===== src/rtl/id_stage_if.sv =====
// Decode-stage bus: IF/WB/EX inputs and the ID/EX-facing outputs.
interface id_stage_if #(
   parameter int WORD_WIDTH = 32,
   parameter int CNT_WIDTH  = 16
);
   logic [WORD_WIDTH-1:0] IR_in;
   logic [WORD_WIDTH-1:0] PC4_in;
   logic                  IF_valid;
   logic                  flush;
   logic                  RegWrite_WB;
   logic [4:0]            WriteReg_WB;
   logic [WORD_WIDTH-1:0] WriteData_WB;
   logic                  MemRead_EX;
   logic [4:0]            Rt_EX;
   logic [WORD_WIDTH-1:0] A_0;
   logic [WORD_WIDTH-1:0] B_0;
   logic [5:0]            Out31_26_0;
   logic [5:0]            Out5_0_0;
   logic [4:0]            Out25_21_0;
   logic [4:0]            Out20_16_0;
   logic [4:0]            Out15_11_0;
   logic [4:0]            Out10_6_0;
   logic [WORD_WIDTH-1:0] PC4_out;
   logic                  valid_out;
   logic                  stall;
   logic [CNT_WIDTH-1:0]  stall_cnt;

   modport master (
      output IR_in, PC4_in, IF_valid, flush,
      output RegWrite_WB, WriteReg_WB, WriteData_WB,
      output MemRead_EX, Rt_EX,
      input  A_0, B_0, Out31_26_0, Out5_0_0,
      input  Out25_21_0, Out20_16_0, Out15_11_0, Out10_6_0,
      input  PC4_out, valid_out, stall, stall_cnt
   );

   modport slave (
      input  IR_in, PC4_in, IF_valid, flush,
      input  RegWrite_WB, WriteReg_WB, WriteData_WB,
      input  MemRead_EX, Rt_EX,
      output A_0, B_0, Out31_26_0, Out5_0_0,
      output Out25_21_0, Out20_16_0, Out15_11_0, Out10_6_0,
      output PC4_out, valid_out, stall, stall_cnt
   );
endinterface


===== src/rtl/id_stage.sv =====
// MIPS decode stage: IF/ID latch, regfile with WB bypass,
// load-use hazard detection and NOP bubble injection.
module id_stage #(
   parameter int WORD_WIDTH = 32,
   parameter int REG_COUNT  = 32,
   parameter int CNT_WIDTH  = 16
) (
   input logic       CLK,
   input logic       RST_N,
   id_stage_if.slave bus
);
   logic [WORD_WIDTH-1:0] ir_q, ir_d;
   logic [WORD_WIDTH-1:0] pc4_q, pc4_d;
   logic                  valid_q, valid_d;
   logic [CNT_WIDTH-1:0]  cnt_q, cnt_d;
   logic [WORD_WIDTH-1:0] rf_q [REG_COUNT];

   logic [5:0]            opcode, funct;
   logic [4:0]            rs, rt, rd, shamt;
   logic                  wr_en, uses_rt, stall;
   logic [WORD_WIDTH-1:0] rs_val, rt_val;

   assign opcode = ir_q[31:26];
   assign rs     = ir_q[25:21];
   assign rt     = ir_q[20:16];
   assign rd     = ir_q[15:11];
   assign shamt  = ir_q[10:6];
   assign funct  = ir_q[5:0];

   assign wr_en = bus.RegWrite_WB & (bus.WriteReg_WB != 5'd0);

   // Write-before-read: a same-cycle WB to the read address wins.
   always_comb begin
      rs_val = rf_q[rs];
      rt_val = rf_q[rt];
      if (wr_en && bus.WriteReg_WB == rs) rs_val = bus.WriteData_WB;
      if (wr_en && bus.WriteReg_WB == rt) rt_val = bus.WriteData_WB;
      if (rs == 5'd0) rs_val = '0;
      if (rt == 5'd0) rt_val = '0;
   end

   assign uses_rt = (opcode == 6'd0) | (opcode == 6'd4) |
                    (opcode == 6'd5) | (opcode == 6'd43);

   assign stall = valid_q & bus.MemRead_EX & (bus.Rt_EX != 5'd0) &
                  ((bus.Rt_EX == rs) | (uses_rt & (bus.Rt_EX == rt)));

   always_comb begin
      ir_d    = bus.IR_in;
      pc4_d   = bus.PC4_in;
      valid_d = bus.IF_valid;
      if (bus.flush) begin
         ir_d    = '0;
         pc4_d   = '0;
         valid_d = 1'b0;
      end else if (stall) begin
         ir_d    = ir_q;
         pc4_d   = pc4_q;
         valid_d = valid_q;
      end
   end

   always_comb begin
      cnt_d = cnt_q;
      if (stall && !bus.flush && cnt_q != {CNT_WIDTH{1'b1}})
         cnt_d = cnt_q + 1'b1;
   end

   always_ff @(posedge CLK or negedge RST_N) begin
      if (!RST_N) begin
         ir_q    <= '0;
         pc4_q   <= '0;
         valid_q <= 1'b0;
         cnt_q   <= '0;
      end else begin
         ir_q    <= ir_d;
         pc4_q   <= pc4_d;
         valid_q <= valid_d;
         cnt_q   <= cnt_d;
      end
   end

   always_ff @(posedge CLK or negedge RST_N) begin
      if (!RST_N) begin
         for (int i = 0; i < REG_COUNT; i++) rf_q[i] <= '0;
      end else if (wr_en) begin
         rf_q[bus.WriteReg_WB] <= bus.WriteData_WB;
      end
   end

   // Bubble is all-zero: sll $0,$0,0 with valid cleared.
   assign bus.A_0        = stall ? '0 : rs_val;
   assign bus.B_0        = stall ? '0 : rt_val;
   assign bus.Out31_26_0 = stall ? '0 : opcode;
   assign bus.Out25_21_0 = stall ? '0 : rs;
   assign bus.Out20_16_0 = stall ? '0 : rt;
   assign bus.Out15_11_0 = stall ? '0 : rd;
   assign bus.Out10_6_0  = stall ? '0 : shamt;
   assign bus.Out5_0_0   = stall ? '0 : funct;
   assign bus.valid_out  = stall ? 1'b0 : valid_q;
   assign bus.PC4_out    = pc4_q;
   assign bus.stall      = stall;
   assign bus.stall_cnt  = cnt_q;
endmodule


===== src/flat_wrapper.sv =====
// flat-port wrapper written by rule: the top's interface ports become plain ports
module id_stage_flat 
#(
   parameter int WORD_WIDTH = 32,
   parameter int REG_COUNT  = 32,
   parameter int CNT_WIDTH  = 16
)
  (CLK, RST_N, bus_IR_in, bus_PC4_in, bus_IF_valid, bus_flush, bus_RegWrite_WB, bus_WriteReg_WB, bus_WriteData_WB, bus_MemRead_EX, bus_Rt_EX, bus_A_0, bus_B_0, bus_Out31_26_0, bus_Out5_0_0, bus_Out25_21_0, bus_Out20_16_0, bus_Out15_11_0, bus_Out10_6_0, bus_PC4_out, bus_valid_out, bus_stall, bus_stall_cnt);
  id_stage_if #(.WORD_WIDTH(WORD_WIDTH), .CNT_WIDTH(CNT_WIDTH)) bus_i ();
  input logic CLK;
  input logic RST_N;
  input wire logic [$bits(bus_i.IR_in)-1:0] bus_IR_in;
  input wire logic [$bits(bus_i.PC4_in)-1:0] bus_PC4_in;
  input wire logic [$bits(bus_i.IF_valid)-1:0] bus_IF_valid;
  input wire logic [$bits(bus_i.flush)-1:0] bus_flush;
  input wire logic [$bits(bus_i.RegWrite_WB)-1:0] bus_RegWrite_WB;
  input wire logic [$bits(bus_i.WriteReg_WB)-1:0] bus_WriteReg_WB;
  input wire logic [$bits(bus_i.WriteData_WB)-1:0] bus_WriteData_WB;
  input wire logic [$bits(bus_i.MemRead_EX)-1:0] bus_MemRead_EX;
  input wire logic [$bits(bus_i.Rt_EX)-1:0] bus_Rt_EX;
  output wire logic [$bits(bus_i.A_0)-1:0] bus_A_0;
  output wire logic [$bits(bus_i.B_0)-1:0] bus_B_0;
  output wire logic [$bits(bus_i.Out31_26_0)-1:0] bus_Out31_26_0;
  output wire logic [$bits(bus_i.Out5_0_0)-1:0] bus_Out5_0_0;
  output wire logic [$bits(bus_i.Out25_21_0)-1:0] bus_Out25_21_0;
  output wire logic [$bits(bus_i.Out20_16_0)-1:0] bus_Out20_16_0;
  output wire logic [$bits(bus_i.Out15_11_0)-1:0] bus_Out15_11_0;
  output wire logic [$bits(bus_i.Out10_6_0)-1:0] bus_Out10_6_0;
  output wire logic [$bits(bus_i.PC4_out)-1:0] bus_PC4_out;
  output wire logic [$bits(bus_i.valid_out)-1:0] bus_valid_out;
  output wire logic [$bits(bus_i.stall)-1:0] bus_stall;
  output wire logic [$bits(bus_i.stall_cnt)-1:0] bus_stall_cnt;
  assign bus_i.IR_in = bus_IR_in;
  assign bus_i.PC4_in = bus_PC4_in;
  assign bus_i.IF_valid = bus_IF_valid;
  assign bus_i.flush = bus_flush;
  assign bus_i.RegWrite_WB = bus_RegWrite_WB;
  assign bus_i.WriteReg_WB = bus_WriteReg_WB;
  assign bus_i.WriteData_WB = bus_WriteData_WB;
  assign bus_i.MemRead_EX = bus_MemRead_EX;
  assign bus_i.Rt_EX = bus_Rt_EX;
  assign bus_A_0 = bus_i.A_0;
  assign bus_B_0 = bus_i.B_0;
  assign bus_Out31_26_0 = bus_i.Out31_26_0;
  assign bus_Out5_0_0 = bus_i.Out5_0_0;
  assign bus_Out25_21_0 = bus_i.Out25_21_0;
  assign bus_Out20_16_0 = bus_i.Out20_16_0;
  assign bus_Out15_11_0 = bus_i.Out15_11_0;
  assign bus_Out10_6_0 = bus_i.Out10_6_0;
  assign bus_PC4_out = bus_i.PC4_out;
  assign bus_valid_out = bus_i.valid_out;
  assign bus_stall = bus_i.stall;
  assign bus_stall_cnt = bus_i.stall_cnt;
  id_stage #(.WORD_WIDTH(WORD_WIDTH), .REG_COUNT(REG_COUNT), .CNT_WIDTH(CNT_WIDTH)) u_core (.CLK(CLK), .RST_N(RST_N), .bus(bus_i));
endmodule

===== config.mk =====
export PLATFORM = sky130hd
export DESIGN_NAME = id_stage_flat
export DESIGN_NICKNAME = d
export VERILOG_FILES = /design/src/rtl/id_stage_if.sv /design/src/rtl/id_stage.sv /design/src/flat_wrapper.sv
export SDC_FILE = /design/constraint.sdc
export NUM_CORES = 2
export LEC_CHECK = 0
export CELL_PAD_IN_SITES_DETAIL_PLACEMENT = 1
export CELL_PAD_IN_SITES_GLOBAL_PLACEMENT = 1
export CORE_ASPECT_RATIO = 0.9
export CORE_MARGIN = 2
export CORE_UTILIZATION = 40
export CTS_CLUSTER_DIAMETER = 40
export CTS_CLUSTER_SIZE = 12
export DETAILED_ROUTE_END_ITERATION = 12
export GPL_TIMING_DRIVEN = 1
export HOLD_SLACK_MARGIN = 0.1
export PLACE_DENSITY_LB_ADDON = 0.1
export SLEW_MARGIN = 5
export SYNTH_ARGS = -nofsm -noshare
export SYNTH_HDL_FRONTEND = slang
export SYNTH_SLANG_ARGS = --single-unit

===== constraint.sdc =====
create_clock -name CLK -period 2.4 [get_ports CLK]
set_input_delay 0.24 -clock CLK [delete_from_list [all_inputs] [get_ports CLK]]
set_output_delay 0.24 -clock CLK [all_outputs]
set_load 0.01 [all_outputs]

## Word-level counts from Yosys, hierarchy flattened

Cells that the tools add are included.
Widths: inputs -> output; s select.

| storage, ports and cells | value |
|---|---|
| flip-flop bits (word level) | 1,105 |
| bits of input ports | 112 |
| output and inout port bits | 146 |
| word-level logic and storage cells | 101 |

| operators by class | value |
|---|---|
| add/subtract/negate cells | 1 |
| magnitude comparators | 4 |
| eq/ne operators | 9 |
| multiplexer cells | 28 |
| bitwise operators | 12 |
| reductions and logical operators | 11 |

Operator list:

| operator | count |
|---|---|
| $bwmux 1024 | 1 |
| $mux 32 | 15 |
| $bmux 32 s5 | 2 |
| $demux 32 s5 | 1 |
| $eq 5x5->1 | 4 |
| $mux 5 | 4 |
| $ge 6x6->1 const B | 3 |
| $not 5->6 | 3 |
| $add 16x1->16 const B | 1 |
| $ne 16x16->1 const B | 1 |
| $eq 6x3->1 const B | 2 |
| $mux 6 | 2 |
| $logic_not 5->1 | 2 |
| $reduce_bool 5->1 | 2 |
| $eq 6x6->1 const B | 1 |
| $logic_not 6->1 | 1 |
| $lt 6x1->1 const B | 1 |
| $and 1x1->1 | 5 |
| $logic_and 1x1->1 | 5 |
| $or 1x1->1 | 4 |
| $mux 1 | 3 |
| $ne 2x2->1 const B | 1 |
| $logic_not 1->1 | 1 |

## Depth between registers and ports, before layout

| depth | value |
|---|---|
| depth in word-level cells | 9 |
| gate-level depth with buffers | 11 |
| mapped depth without buffers | 7 |

## Worst setup path after synthesis

Ideal clock, no wire load.

| timing path | value |
|---|---|
| path kind | reg2out |
| start point | register u_core.ir_q[16] |
| end point | output bus_B_0[15] |
| arrival | 2.145 ns |
| required time | 2.160 ns |
| slack | 0.015 ns |
| stages on the path, launching flop included | 10 |
| buffers on the path | 4 |
| path through | dfrtp_1 > buf_2 > buf_2 > buf_4 > buf_2 > mux4_2 > a221oi_1 > nand4_1 > o21ai_0 > nor2_1 |

| on the way | value |
|---|---|
| word-level cells in the longest chain between the ends | 7 |
| elaborated cells between the ends (all ways) | 14 |
| classes of those cells | eq/ne: 2; mux: 6; bitwise: 4; reduce/logical: 2 |

RTL lines:

| what | RTL line | source |
|---|---|---|
| start: declaration | id_stage.sv:12 | `logic [WORD_WIDTH-1:0] ir_q, ir_d;` |
| start signal: assignment | id_stage.sv:76 | `ir_q <= ir_d;` |
| $not 5->6 (implied by the code) | id_stage.sv:35 | `rt_val = rf_q[rt];` |
| $bmux 32 s5 | id_stage.sv:35 |  |
| $mux 32 (implied by the code) (2 in a row) | id_stage.sv:35 |  |
| $mux 32 | id_stage.sv:37 | `if (wr_en && bus.WriteReg_WB == rt) rt_val = bus.WriteData_WB;` |
| $mux 32 | id_stage.sv:39 | `if (rt == 5'd0) rt_val = '0;` |
| $mux 32 (*) | id_stage.sv:93 | `assign bus.B_0 = stall ? '0 : rt_val;` |
| end: declaration | flat_wrapper.sv:22 | `output wire logic [$bits(bus_i.B_0)-1:0] bus_B_0;` |

Mark *: on every way between the ends. The rest lies on a longest branch, timed or not. The select of a mux whose other input is x is not followed.

## Worst setup path after layout

| timing path | value |
|---|---|
| start point | register u_core.ir_q[21] |
| end point | output bus_A_0[15] |

| on the way | value |
|---|---|
| word-level cells in the longest chain between the ends | 7 |
| elaborated cells between the ends (all ways) | 13 |
| classes of those cells | eq/ne: 2; mux: 6; bitwise: 3; reduce/logical: 2 |

RTL lines:

| what | RTL line | source |
|---|---|---|
| $not 5->6 (implied by the code) | id_stage.sv:34 | `rs_val = rf_q[rs];` |
| $bmux 32 s5 | id_stage.sv:34 |  |
| $mux 32 (implied by the code) (2 in a row) | id_stage.sv:34 |  |
| $mux 32 | id_stage.sv:36 | `if (wr_en && bus.WriteReg_WB == rs) rs_val = bus.WriteData_WB;` |
| $mux 32 | id_stage.sv:38 | `if (rs == 5'd0) rs_val = '0;` |
| $mux 32 (*) | id_stage.sv:92 | `assign bus.A_0 = stall ? '0 : rs_val;` |
| end: declaration | flat_wrapper.sv:21 | `output wire logic [$bits(bus_i.A_0)-1:0] bus_A_0;` |

Marked as above.

==> flow_metrics.tcl <==
set metrics [dict create \
    synthArstFlopShare 1.00 \
    worstSetupPathType "register to primary output" \
    clockPowerShare 0.422 \
    io_buffer_count 257 \
    gp_congestion 0.852 \
    synth.avg_cell_area_um2 14.1 \
    syn_nets 4261 \
    design_area_um2 83200 \
    cap_violations 0 \
    p_sw_frac 0.285 \
    die_w_um 407 \
    grtUsageTotal 0.330 \
    slew_viol_final 0 \
    synth_edf_count 0 \
    pwr-share-comb 0.213 \
    avgViaCountPerCell 6.13 \
    grt_start_max_net_pins 71 \
    synthSimpleGateAreaFrac 0.0426 \
    crit_arrival_ps 3480 \
    synth_cell_types 56 \
    startpoint_type "register" \
    path_common_cell "buf_12" \
    synth_top_family_by_area "multiplexers" \
    slowest_delay_ps 530 \
    clockBufferDepth 3 \
    synthToLayoutAreaGrowth_pct 42.1 \
    cts-root-buf "clkbuf_16" \
    synth-adder-area-share 0.000214 \
    routedWlPerCell_um 34.0 \
    max_slew_margin 0.350 \
    fin_crit_sh 1.55 \
    path_clk_slew_ps 50 \
    fp.dieArea_um2 149000 \
    syn-cell-area_um2 58500 \
    fmax_mhz 269 \
    cts_made_buffers 188 \
    period_needed_ps 3720 \
    grt_pass1_vias 47700 \
    grt_antenna_before_repair 5 \
    final_nets 5351 \
    dpl.hpwl_um 159000 \
    cp-end-kind "primary output" \
    rows 133 \
    violations "setup timing" \
    fin_cells 7355 \
    dr.pass1.iters 5 \
    outcome "finished with violations" \
    clock-sinks 1105 \
    peakVddDrop_mv 0.812 \
    pin_count 258 \
    htree_levels 4 \
    setup_viol 179 \
    setup_ws_ps -1320 \
    timing_hold_violations_final 0 \
    skew_ps 28.7 \
    syn_inst 4148 \
    drc 0 \
    synth_ff_type "dfrtp_1" \
    switchingPower_mw 19.3 \
    p_seq_frac 0.364 \
    yosysSeqAreaShare 0.472 \
    place_area_um2 70000 \
    synthMuxAreaShare 0.401 \
    tightest_slew_ps 972 \
    synthXorXnorAreaFrac 0.00509 \
    leakage_nw 36.8 \
    clk_latency_ps 830 \
    gr-total-overflow 0 \
    drtAntennaViolNets 0 \
    internal_power_mw 48.4 \
    rsz0062_at_grt "true" \
    vias 45100 \
    synth_compound_gate_area_share 0.0439 \
    die_h_um 367 \
    required_ps 2160 \
    grt_pass1_wl_um 358000 \
    hp-class "input port to register" \
    start_util 0.402 \
    drive_gt1_frac 0.625 \
    slowest_stage "dfrtp_4" \
    cp_max_fo 5 \
    powerDensity_nw_per_um2 813 \
    drt_iter0_markers 4178 \
    ys_seq_elements 1105 \
    dpl_worst_slack_ps -1070 \
    crit_buf_inv 6 \
    crit_family "buffers and inverters" \
    drt_wl_total_um 250000 \
    crit_chain "buf_12, buf_12, buf_12, buf_8, mux4_2, a22o_1, a221oi_2, o221ai_1, nor2_1, buf_4, nor3_2, buf_2" \
    cts_tree "built" \
    synth_warnings 0 \
    dp_cells 6699 \
    core_area_um2 146000 \
]
==> cells by family (layout without fill, tap and decap cells) <==
logic type | after synthesis | after routing
xor+xnor | 34 | 34
other cells | 0 | 1
simple gates | 507 | 507
flops | 1105 | 1105
fa+ha+maj | 1 | 1
mux | 1658 | 1658
compound gates | 371 | 371
buf+inv | 472 | 1721
==> timing repair <==
item,CTS,global route
pin swaps,198,203
gates resized for setup,936,362
gates cloned,26,6
hold endpoints to repair,886,0
setup endpoints to repair,179,179
buffers inserted,164,97
hold buffers,69,0
==> tightest hold or removal path, delay by kind of cell <==
family	cells	cell delay [ps]
buf+inv	2	650
mux	1	170
==> power by group through the flow <==
stage               clock (mW)  combinational [mW]  sequential, mW
finish                    28.6                14.4            24.6
global route              29.8                15.2            25.0
CTS                       28.9                13.9            24.5
detailed placement           0                12.9            24.7
global placement             0                12.6            24.5
floorplan                    0                7.71            23.8
==> flip-flops by register name, summed over array words and instances, names as in the netlist <==
| register | count |
|---|---|
| u_core.ir_q | 32 |
| u_core.bus.PC4_out | 32 |
| u_core.valid_q | 1 |
| u_core.bus.stall_cnt | 16 |
| u_core.rf_q | 1024 |
==> per-stage QoR <==
step / hold WS [ps] / TNS, ps / util / power, mW
floorplan: -55.6 / 0 / - / 31.5
detailed placement: 349 / -214220 / 0.481 / 37.6
global placement: 355 / -192820 / 0.481 / 37.1
finish: 283 / -157330 / 0.571 / 67.6
CTS: 203 / -144300 / 0.559 / 67.3
global route: 245 / -168360 / 0.571 / 70.1
==> synth_stat cells (all sizes together) (10+ instances only) <==
library cell  number  area [um^2]
o221ai            14          123
mux2i            205         2050
and2              46          288
nand2            181          679
a21oi             84          432
buf              239         1140
xnor2             15          131
mux2            1002        11300
a22o              37          324
nand4             30          188
nor2             110          413
a221oi            91          797
nor3              60          385
dfrtp           1105        27700
nor2b             11         68.8
o22ai             10         62.6
mux4             451        10200
o21ai             84          420
clkbuf           229          860
a211oi            15          113
a22oi             22          165
nand3             29          145
xor2              19          166
==> area by class of cell <==
cell class | instances | area, um^2
flip-flops and latches | 1105 | 27700
fillers | 13600 | 62400
inverters | 4 | 40.0
multi-input cells | 2571 | 31400
well taps | 1957 | 2450
clock inverters | 120 | 1510
clock buffers | 229 | 5160
diodes | 1 | 2.50
repair buffers | 1368 | 15000
==> per-layer routing <==
layer,GRT usage,vias up,part of all wire
met1,0.471,24700,0.43
li1,-,18100,-
met4,0.122,2,0.041
met3,0.0620,552,0.073
met5,0,-,0.000052
met2,0.502,1819,0.45
==> final timing paths <==
check	start	endpoint	slack, ps	depth (start not counted)
setup / recovery	u_core.ir_q[21]	bus_A_0[15]	-1320	12
hold / removal	bus_WriteData_WB[20]	u_core.rf_q[212]	280	3
setup reg to reg	u_core.ir_q[16]	u_core.ir_q[13]	-1030	24
hold reg to reg	u_core.rf_q[1022]	u_core.rf_q[1022]	400	0
max in group asynchronous	RST_N	u_core.rf_q[848]	530	3
min in group asynchronous	RST_N	u_core.bus.PC4_out[30]	460	3
==> layout by cell type (no fill, tap or decap), drive strengths merged, types with 46 or more instances in the layout <==
master	netlist	final
a21oi	84	84
a221oi	91	91
and2	46	46
buf	239	1132
clkbuf	229	235
clkdlybuf4s50	0	157
clkinv	0	53
dfrtp	1105	1105
dlygate4sd3	0	69
mux2	1002	1002
mux2i	205	205
mux4	451	451
nand2	181	181
nor2	110	110
nor3	60	60
o21ai	84	84
No activity file was read; power rests on OpenSTA's default activity.
